### src/rtl/vector_mac_pkg.sv
`default_nettype none
// vector_mac_pkg: sequencer states and saturating add for vector_mac_engine (rev 1.0).
package vector_mac_pkg;

  localparam int MAXW = 128;

  typedef enum logic [1:0] {
    IDLE = 2'd0,
    RUN  = 2'd1,
    FIN  = 2'd2
  } state_t;

  // Unsigned add clamped to 2^w-1; operands arrive zero-extended to MAXW.
  function automatic logic [MAXW-1:0] sat_add(input logic [MAXW-1:0] a,
                                              input logic [MAXW-1:0] b,
                                              input int              w);
    logic [MAXW:0]   sum;
    logic [MAXW-1:0] lim;
    sum = {1'b0, a} + {1'b0, b};
    lim = (w >= MAXW) ? '1 : ((MAXW'(1) << w) - MAXW'(1));
    sat_add = (sum > {1'b0, lim}) ? lim : sum[MAXW-1:0];
  endfunction

endpackage
`default_nettype wire

### src/rtl/vector_mac_engine_mac_unit.sv
`default_nettype none
// mac_unit: combinational unsigned multiply-accumulate; clamps under SATURATE_EN, wraps otherwise (rev 1.0).
module mac_unit
  import vector_mac_pkg::*;
#(
  parameter int DW   = 32,
  parameter int ACCW = 64
) (
  input  logic [DW-1:0]   a_i,
  input  logic [DW-1:0]   b_i,
  input  logic [ACCW-1:0] acc_i,
  output logic [ACCW-1:0] acc_o,
  output logic            ovf_o
);

  localparam int PW = 2 * DW;

  logic [PW-1:0] prod;
  assign prod = {{DW{1'b0}}, a_i} * {{DW{1'b0}}, b_i};

`ifdef SATURATE_EN
  localparam int SW = (PW > ACCW) ? PW : ACCW;

  // Exact sum is wide enough to hold any product plus the accumulator.
  logic [SW:0] sum;
  assign sum   = (SW+1)'(acc_i) + (SW+1)'(prod);
  assign ovf_o = |(sum >> ACCW);
  assign acc_o = ACCW'(sat_add(MAXW'(acc_i), MAXW'(prod), ACCW));
`else
  assign acc_o = acc_i + ACCW'(prod);
  assign ovf_o = 1'b0;
`endif

endmodule
`default_nettype wire

### src/rtl/vector_mac_engine.sv
`default_nettype none
// vector_mac_engine: N-element dot-product lane with START/BUSY/DONE sequencer.
// Optional SATURATE_EN macro clamps the accumulator and raises sticky OVF (rev 1.0).
module vector_mac_engine
  import vector_mac_pkg::*;
#(
  parameter  int N    = 16,
  parameter  int DW   = 32,
  parameter  int ACCW = 64,
  localparam int LW   = $clog2(N + 1),
  localparam int PCW  = $clog2(N)
) (
  input  logic            CLK,
  input  logic            RSTN,
  input  logic [N*DW-1:0] DATAIN,
  input  logic            WRITE_MAT,
  input  logic            MAT_MUX,
  input  logic            START,
  input  logic [LW-1:0]   LEN,
  input  logic            ACC_CLR,
  output logic            BUSY,
  output logic            DONE,
  output logic [PCW-1:0]  PC_Counter,
  output logic [ACCW-1:0] DATAOUT,
  output logic            OVF
);

  state_t          state_q, state_d;
  logic [DW-1:0]   bank_a_q [N];
  logic [DW-1:0]   bank_a_d [N];
  logic [DW-1:0]   bank_b_q [N];
  logic [DW-1:0]   bank_b_d [N];
  logic [ACCW-1:0] acc_q, acc_d;
  logic [PCW-1:0]  pc_q, pc_d;
  logic [LW-1:0]   len_q, len_d;
  logic            ovf_q, ovf_d;

  logic [ACCW-1:0] mac_acc;
  logic            mac_ovf;
  logic [LW-1:0]   len_clamped;
  logic            last_elem;

  mac_unit #(
    .DW   (DW),
    .ACCW (ACCW)
  ) u_mac (
    .a_i   (bank_a_q[pc_q]),
    .b_i   (bank_b_q[pc_q]),
    .acc_i (acc_q),
    .acc_o (mac_acc),
    .ovf_o (mac_ovf)
  );

  assign len_clamped = (LEN > LW'(N)) ? LW'(N) : LEN;
  assign last_elem   = (LW'(pc_q) + LW'(1)) == len_q;

  always_comb begin
    state_d  = state_q;
    bank_a_d = bank_a_q;
    bank_b_d = bank_b_q;
    acc_d    = acc_q;
    pc_d     = pc_q;
    len_d    = len_q;
    ovf_d    = ovf_q;
    unique case (state_q)
      IDLE: begin
        // Banks are only writable here, so a run always sees stable operands.
        if (WRITE_MAT) begin
          for (int i = 0; i < N; i++) begin
            if (MAT_MUX) bank_b_d[i] = DATAIN[i*DW +: DW];
            else         bank_a_d[i] = DATAIN[i*DW +: DW];
          end
        end
        if (START) begin
          len_d = len_clamped;
          pc_d  = '0;
          if (ACC_CLR) begin
            acc_d = '0;
            ovf_d = 1'b0;
          end
          state_d = (len_clamped == '0) ? FIN : RUN;
        end
      end
      RUN: begin
        acc_d = mac_acc;
        ovf_d = ovf_q | mac_ovf;
        if (last_elem) begin
          pc_d    = '0;
          state_d = FIN;
        end else begin
          pc_d = pc_q + PCW'(1);
        end
      end
      FIN:     state_d = IDLE;
      default: state_d = IDLE;
    endcase
  end

  always_ff @(posedge CLK or posedge RSTN) begin
    if (RSTN) begin
      state_q <= IDLE;
      for (int i = 0; i < N; i++) begin
        bank_a_q[i] <= '0;
        bank_b_q[i] <= '0;
      end
      acc_q <= '0;
      pc_q  <= '0;
      len_q <= '0;
      ovf_q <= 1'b0;
    end else begin
      state_q  <= state_d;
      bank_a_q <= bank_a_d;
      bank_b_q <= bank_b_d;
      acc_q    <= acc_d;
      pc_q     <= pc_d;
      len_q    <= len_d;
      ovf_q    <= ovf_d;
    end
  end

  assign BUSY       = (state_q == RUN);
  assign DONE       = (state_q == FIN);
  assign PC_Counter = pc_q;
  assign DATAOUT    = acc_q;
  assign OVF        = ovf_q;

endmodule
`default_nettype wire

### config.mk
export PLATFORM = sky130hd
export DESIGN_NAME = vector_mac_engine
export DESIGN_NICKNAME = d
export VERILOG_FILES = /design/src/rtl/vector_mac_pkg.sv /design/src/rtl/vector_mac_engine_mac_unit.sv /design/src/rtl/vector_mac_engine.sv
export SDC_FILE = /design/constraint.sdc
export NUM_CORES = 2
export LEC_CHECK = 0
export ABC_AREA = 1
export CORE_MARGIN = 3
export CORE_UTILIZATION = 60
export DETAILED_ROUTE_END_ITERATION = 8
export PLACE_DENSITY = 0.81
export SLEW_MARGIN = 0
export SYNTH_ARGS = -nofsm -noshare
export SYNTH_HDL_FRONTEND = slang
export SYNTH_SLANG_ARGS = --single-unit
export TNS_END_PERCENT = 100
### constraint.sdc
create_clock -name CLK -period 47 [get_ports CLK]
set_input_delay 9.4 -clock CLK [delete_from_list [all_inputs] [get_ports CLK]]
set_output_delay 9.4 -clock CLK [all_outputs]
set_load 0.005 [all_outputs]
---- Word-level counts from Yosys, hierarchy flattened ----
Index checks and enable logic that the tools add are counted.
W data, S select, Z words.
cells by class
  add/subtract/negate cells ............... 3
  multipliers ............................. 1
  magnitude comparators ................... 2
  equal/unequal tests ..................... 6
  mux-type cells .......................... 17
  bitwise logic cells ..................... 2
  reductions and logical operators ........ 9
operator list
  kind                   number
  $bmux W32 S4           2
  $mux W32               4
  $mux W64               2
  $pmux W64 S2           1
  $add A64 B64 Y64       1
  $mul A32 B32 Y64       1
  $reduce_and A3 Y1      3
  $mux W4                2
  $pmux W4 S2            1
  $mux W2                3
  $reduce_and A2 Y1      3
  $add A4 B1 Y5 const B  1
  $eq A5 B5 Y1           1
  $ge A5 B5 Y1 const B   1
  $gt A5 B5 Y1 const B   1
  $logic_not A5 Y1       1
  $mux W5                1
  $not A4 Y5             1
  $add A4 B1 Y4 const B  1
  $ne A2 B2 Y1 const B   2
  $pmux W2 S2            1
  $eq A2 B1 Y1 const B   1
  $eq A2 B2 Y1 const B   1
  $logic_not A2 Y1       1
  other kinds (3)        3
word-level totals
  register bits ........................... 1099
  input port bits ......................... 523
  output and inout port bits .............. 71
  word-level logic and storage cells ...... 76

---- Longest topological paths before layout ----
  depth after elaboration ................. 7
  depth in mapped cells ................... 42
  mapped depth without buffers ............ 37

---- Hierarchy ----
Synthesis repeated with hierarchy kept, for this count alone.
unflattened totals
  cells, all modules ...................... 11169
  area total of the unflattened synthesis .. 87305.0 um^2
by module, submodules not included
  module             instances  cells each  area each (um^2)  seq. area each (um^2)
  vector_mac_engine  1          6122        49915.4           27526.4
  mac_unit           1          5047        37389.6           0.0

---- Worst setup path after synthesis ----
Ideal clock, no wire load.
  path type ............................... input to register
  start point ............................. input port MAT_MUX
  end point ............................... register bank_a_q[266] (netlist bit)
  library setup time ...................... 0.083 ns
  data arrival time ....................... 10.522 ns
  required time ........................... 46.917 ns
  path slack .............................. 36.396 ns
  stages on the path ...................... 6
  buffers on the path ..................... 3
  cell sequence ........................... nand3b_1 -> clkbuf_1 -> clkbuf_1 -> clkbuf_1 -> nand2_1 -> o21ai_0
on the way
  longest elaborated chain between the ends .. 2
RTL lines
  what                                RTL line                  source
  from (decl)                         vector_mac_engine.sv:17   input logic MAT_MUX,
  $not A1 Y1 (no source line)         -
  $reduce_and A3 Y1 (no source line)  -
  to (signal assigned)                vector_mac_engine.sv:112  bank_a_q <= bank_a_d;
  to (decl)                           vector_mac_engine.sv:29   logic [DW-1:0] bank_a_q [N];
Every way passes these cells.
A chain may end at the register's enable or synchronous reset.

==> flow_summary.json <==
{
  "result_of_the_run": "completed",
  "power-per-cell-area_nw_per_um2": 20.90,
  "clock-root-buffer": "sky130_fd_sc_hd__clkbuf_16",
  "dp_hpwl_mm": 235.4,
  "start_util": 0.6059,
  "placeableCoreArea_sq_um": 139900,
  "synth-seq-area-share": 0.3245,
  "mappedNetlistArea_sq_um": 84750,
  "globalRouteOverflowTotal": 0,
  "postSynthRegisterBits": 1099,
  "reg2regPathDepth": 34,
  "insertedDiodeCount": 0,
  "crit-reg2reg-capture": "DATAOUT[42]",
  "rows": 137,
  "post-route-drc-count": 0,
  "layout.nets": 12350,
  "first_pass_grt_wire_length_mm": 467.0,
  "max-vdd-ir-drop_mv": 0.03572,
  "totalNegativeSetupSlack_ps": 0,
  "timing.critical_path.to_type": "async pin",
  "hp-start": "bank_a_q[288]",
  "hold_end": "bank_a_q[288]",
  "grt_start_max_net_pins": 302,
  "synth_compound_area_frac": 0.1282,
  "final-hold-violation-count": 0,
  "worst_clock_skew_ps": 90.90,
  "setup_viol": 0,
  "ys_types": 36,
  "route.final.wire_length_mm": 310.5,
  "highest_count_cells_in_the_layout_ignoring_fill_and_taps": "2588 x sky130_fd_sc_hd__nand2_1, 1939 x sky130_fd_sc_hd__inv_1, 1247 x sky130_fd_sc_hd__o21ai_0",
  "syn-instance-count": 10380,
  "clock_tree.buffer_depth": 3,
  "synth_top_family_by_area": "adder cells",
  "tritoncts": "done",
  "number_of_h_tree_levels": 3,
  "numPortBuffers": 592,
  "cts_repair_resize_count": 0,
  "synth_simple_gate_area_frac": 0.1604,
  "syn_nets": 12100,
  "top_level_ports": 594,
  "first_global_vias": 76350,
  "cp.arrival_ps": 14210,
  "die_width_um": 381.8,
  "setup_repair_after_global_routing_missed_its_margin": "no",
  "tritoncts.num_buffers": 111,
  "final_max_slew_viol_count": 0,
  "post_synth_adder_cell_area": 0.2626,
  "die-area_sq_um": 145800,
  "yosys_warnings": 0,
  "finalCriticalPeriod_ps": 13520,
  "min_period_over_period": 0.2877,
  "drt_first_pass_iters": 7,
  "remaining_antenna_violation_count_after_routing": 0,
  "rr_startpoint": "PC_Counter[0]",
  "timing.fmax_mhz": 73.95,
  "synth_mux_area_frac": 0,
  "min-delay-path-class": "reg2reg",
  "worst_slew_pin_slew_ps": 1388,
  "maxCapViolCount": 0,
  "worst_setup_path_start_kind": "input pin",
  "layout-drive-gt1-share": 0.03828,
  "postSynthAreaPerCell_sq_um": 8.167,
  "routabilityCongestion": 1.021,
  "cts_hold_buf": 0,
  "via_count": 75310,
  "worstHoldPathCells": 2,
  "globalRouteTotalUtil": 0.4294,
  "final_common_cell": "sky130_fd_sc_hd__nand2_1",
  "avgRoutedWirePerCell_um": 24.67,
  "grt_antenna_before_repair": 9,
  "post_cts.repair.setup_buffers": 0,
  "die-height_um": 381.8,
  "clk_latency_ps": 800,
  "synth_xor_xnor_area_share": 0.002170,
  "clkSlewWorstSetupHoldPaths_ps": 70,
  "dr.first_iter.drc_count": 9668,
  "timing.critical_path.fanout_max": 157,
  "clkSinkCount": 1099,
  "report.power.total_mw": 1.986,
  "filler_cell_count": 11110,
  "reg2reg_setup_slack_ps": 34040,
  "relSlewSlack": 0.07436,
  "cp.required_ps": 47690,
  "area_growth_syn_to_layout_pct": 12.10,
  "power.static_leakage_nw": 48.35,
  "viasPerCell": 5.983,
  "critical_path_class": "in2async"
}
registers in the layout, summed over array words and instances (netlist names):
name,cells
bank_a_q,512
bank_b_q,512
DATAOUT,64
len_q,5
PC_Counter,4
state_q,2
kinds of logic (layout without fill, tap and decap cells):
logic type               after synthesis  after routing
AND/OR/NAND/NOR                     3551           3551
buffers and inverters               2567           2901
AO/OA/AOI/OAI                       1935           1935
adder cells (fa/ha/maj)             1203           1203
flip-flops                          1099           1099
XOR/XNOR                              21             21
other                                  1              1
Yosys cell counts (all sizes together):
master,count,area share
nand4,6,0.00044
dfrtp,1099,0.32
nand3b,4,0.00035
xor2,3,0.00031
fa,959,0.23
o21ai,1265,0.075
a22o,2,0.00021
a21boi,2,0.00018
nor4,3,0.00022
nand2,2621,0.12
o22ai,87,0.0064
buf,320,0.023
a21oi,345,0.020
conb,1,0.000044
xnor2,18,0.0019
o32ai,1,0.00010
nand3,72,0.0043
nor3,41,0.0024
clkbuf,263,0.012
and2,1,0.000074
nor2,802,0.036
or2,1,0.000074
inv,1984,0.088
o21bai,8,0.00071
o41ai,31,0.0054
o221ai,194,0.020
ha,244,0.036
how the worst max path moves through the flow:
| stage | slack (ps) | depth (start not counted) | from | endpoint |
|---|---|---|---|---|
| finish | 33480 | 6 | RSTN | PC_Counter[0] |
| global route | 32880 | 6 | RSTN | PC_Counter[2] |
| CTS | 33390 | 6 | RSTN | PC_Counter[0] |
| detailed placement | 32560 | 6 | RSTN | PC_Counter[0] |
| global placement | 32700 | 6 | RSTN | PC_Counter[1] |
| floorplan | 6660 | 1 | RSTN | DATAOUT[0] |
critical path, stage by stage:
cell	delay, ps
sky130_fd_sc_hd__clkdlybuf4s50_1	490
sky130_fd_sc_hd__inv_8	630
sky130_fd_sc_hd__buf_12	680
sky130_fd_sc_hd__buf_4	880
sky130_fd_sc_hd__buf_4	850
sky130_fd_sc_hd__buf_4	860
stage by stage:
| step | std cells | utilization | instance area, sq um | hold slack [ps] | setup slack [ps] |
|---|---|---|---|---|---|
| floorplan | 10380 | - | 84750 | 447.8 | 6657 |
| global placement | 12380 | 0.6518 | 91160 | 460.2 | 32700 |
| detailed placement | 12380 | 0.6518 | 91160 | 467.6 | 32560 |
| CTS | 12590 | 0.6792 | 95000 | 482.6 | 33390 |
| global route | 12590 | 0.6792 | 95000 | 500.6 | 32880 |
| finish | 12590 | 0.6792 | 95000 | 482.7 | 33480 |
cell type report:
type                       instances  area, sq um  area share
inverter                        1984         7475     0.07868
clock buffer                     157         3161     0.03327
sequential                      1099        27510      0.2896
timing repair buffer             712         6889     0.07251
tap                             1876         2347     0.02471
clock inverter                    48        680.7    0.007164
multi-input combinational       6711        46940      0.4941
layer usage:
layer  vias to the layer above  wire, um  global-route usage
met4                        12     25700              0.2821
met1                     36690    108000              0.5422
met3                      1088     49020              0.1837
met2                      5365    127700              0.6028
li1                      32150         -                   -
met5                         -        86                   0
power breakdown:
part	switching [mW]	internal, mW
Clock	0.410	0.532
Sequential	0	0.946
Combinational	0.0554	0.0418
Note: power is estimated with default switching activity, not from simulation.
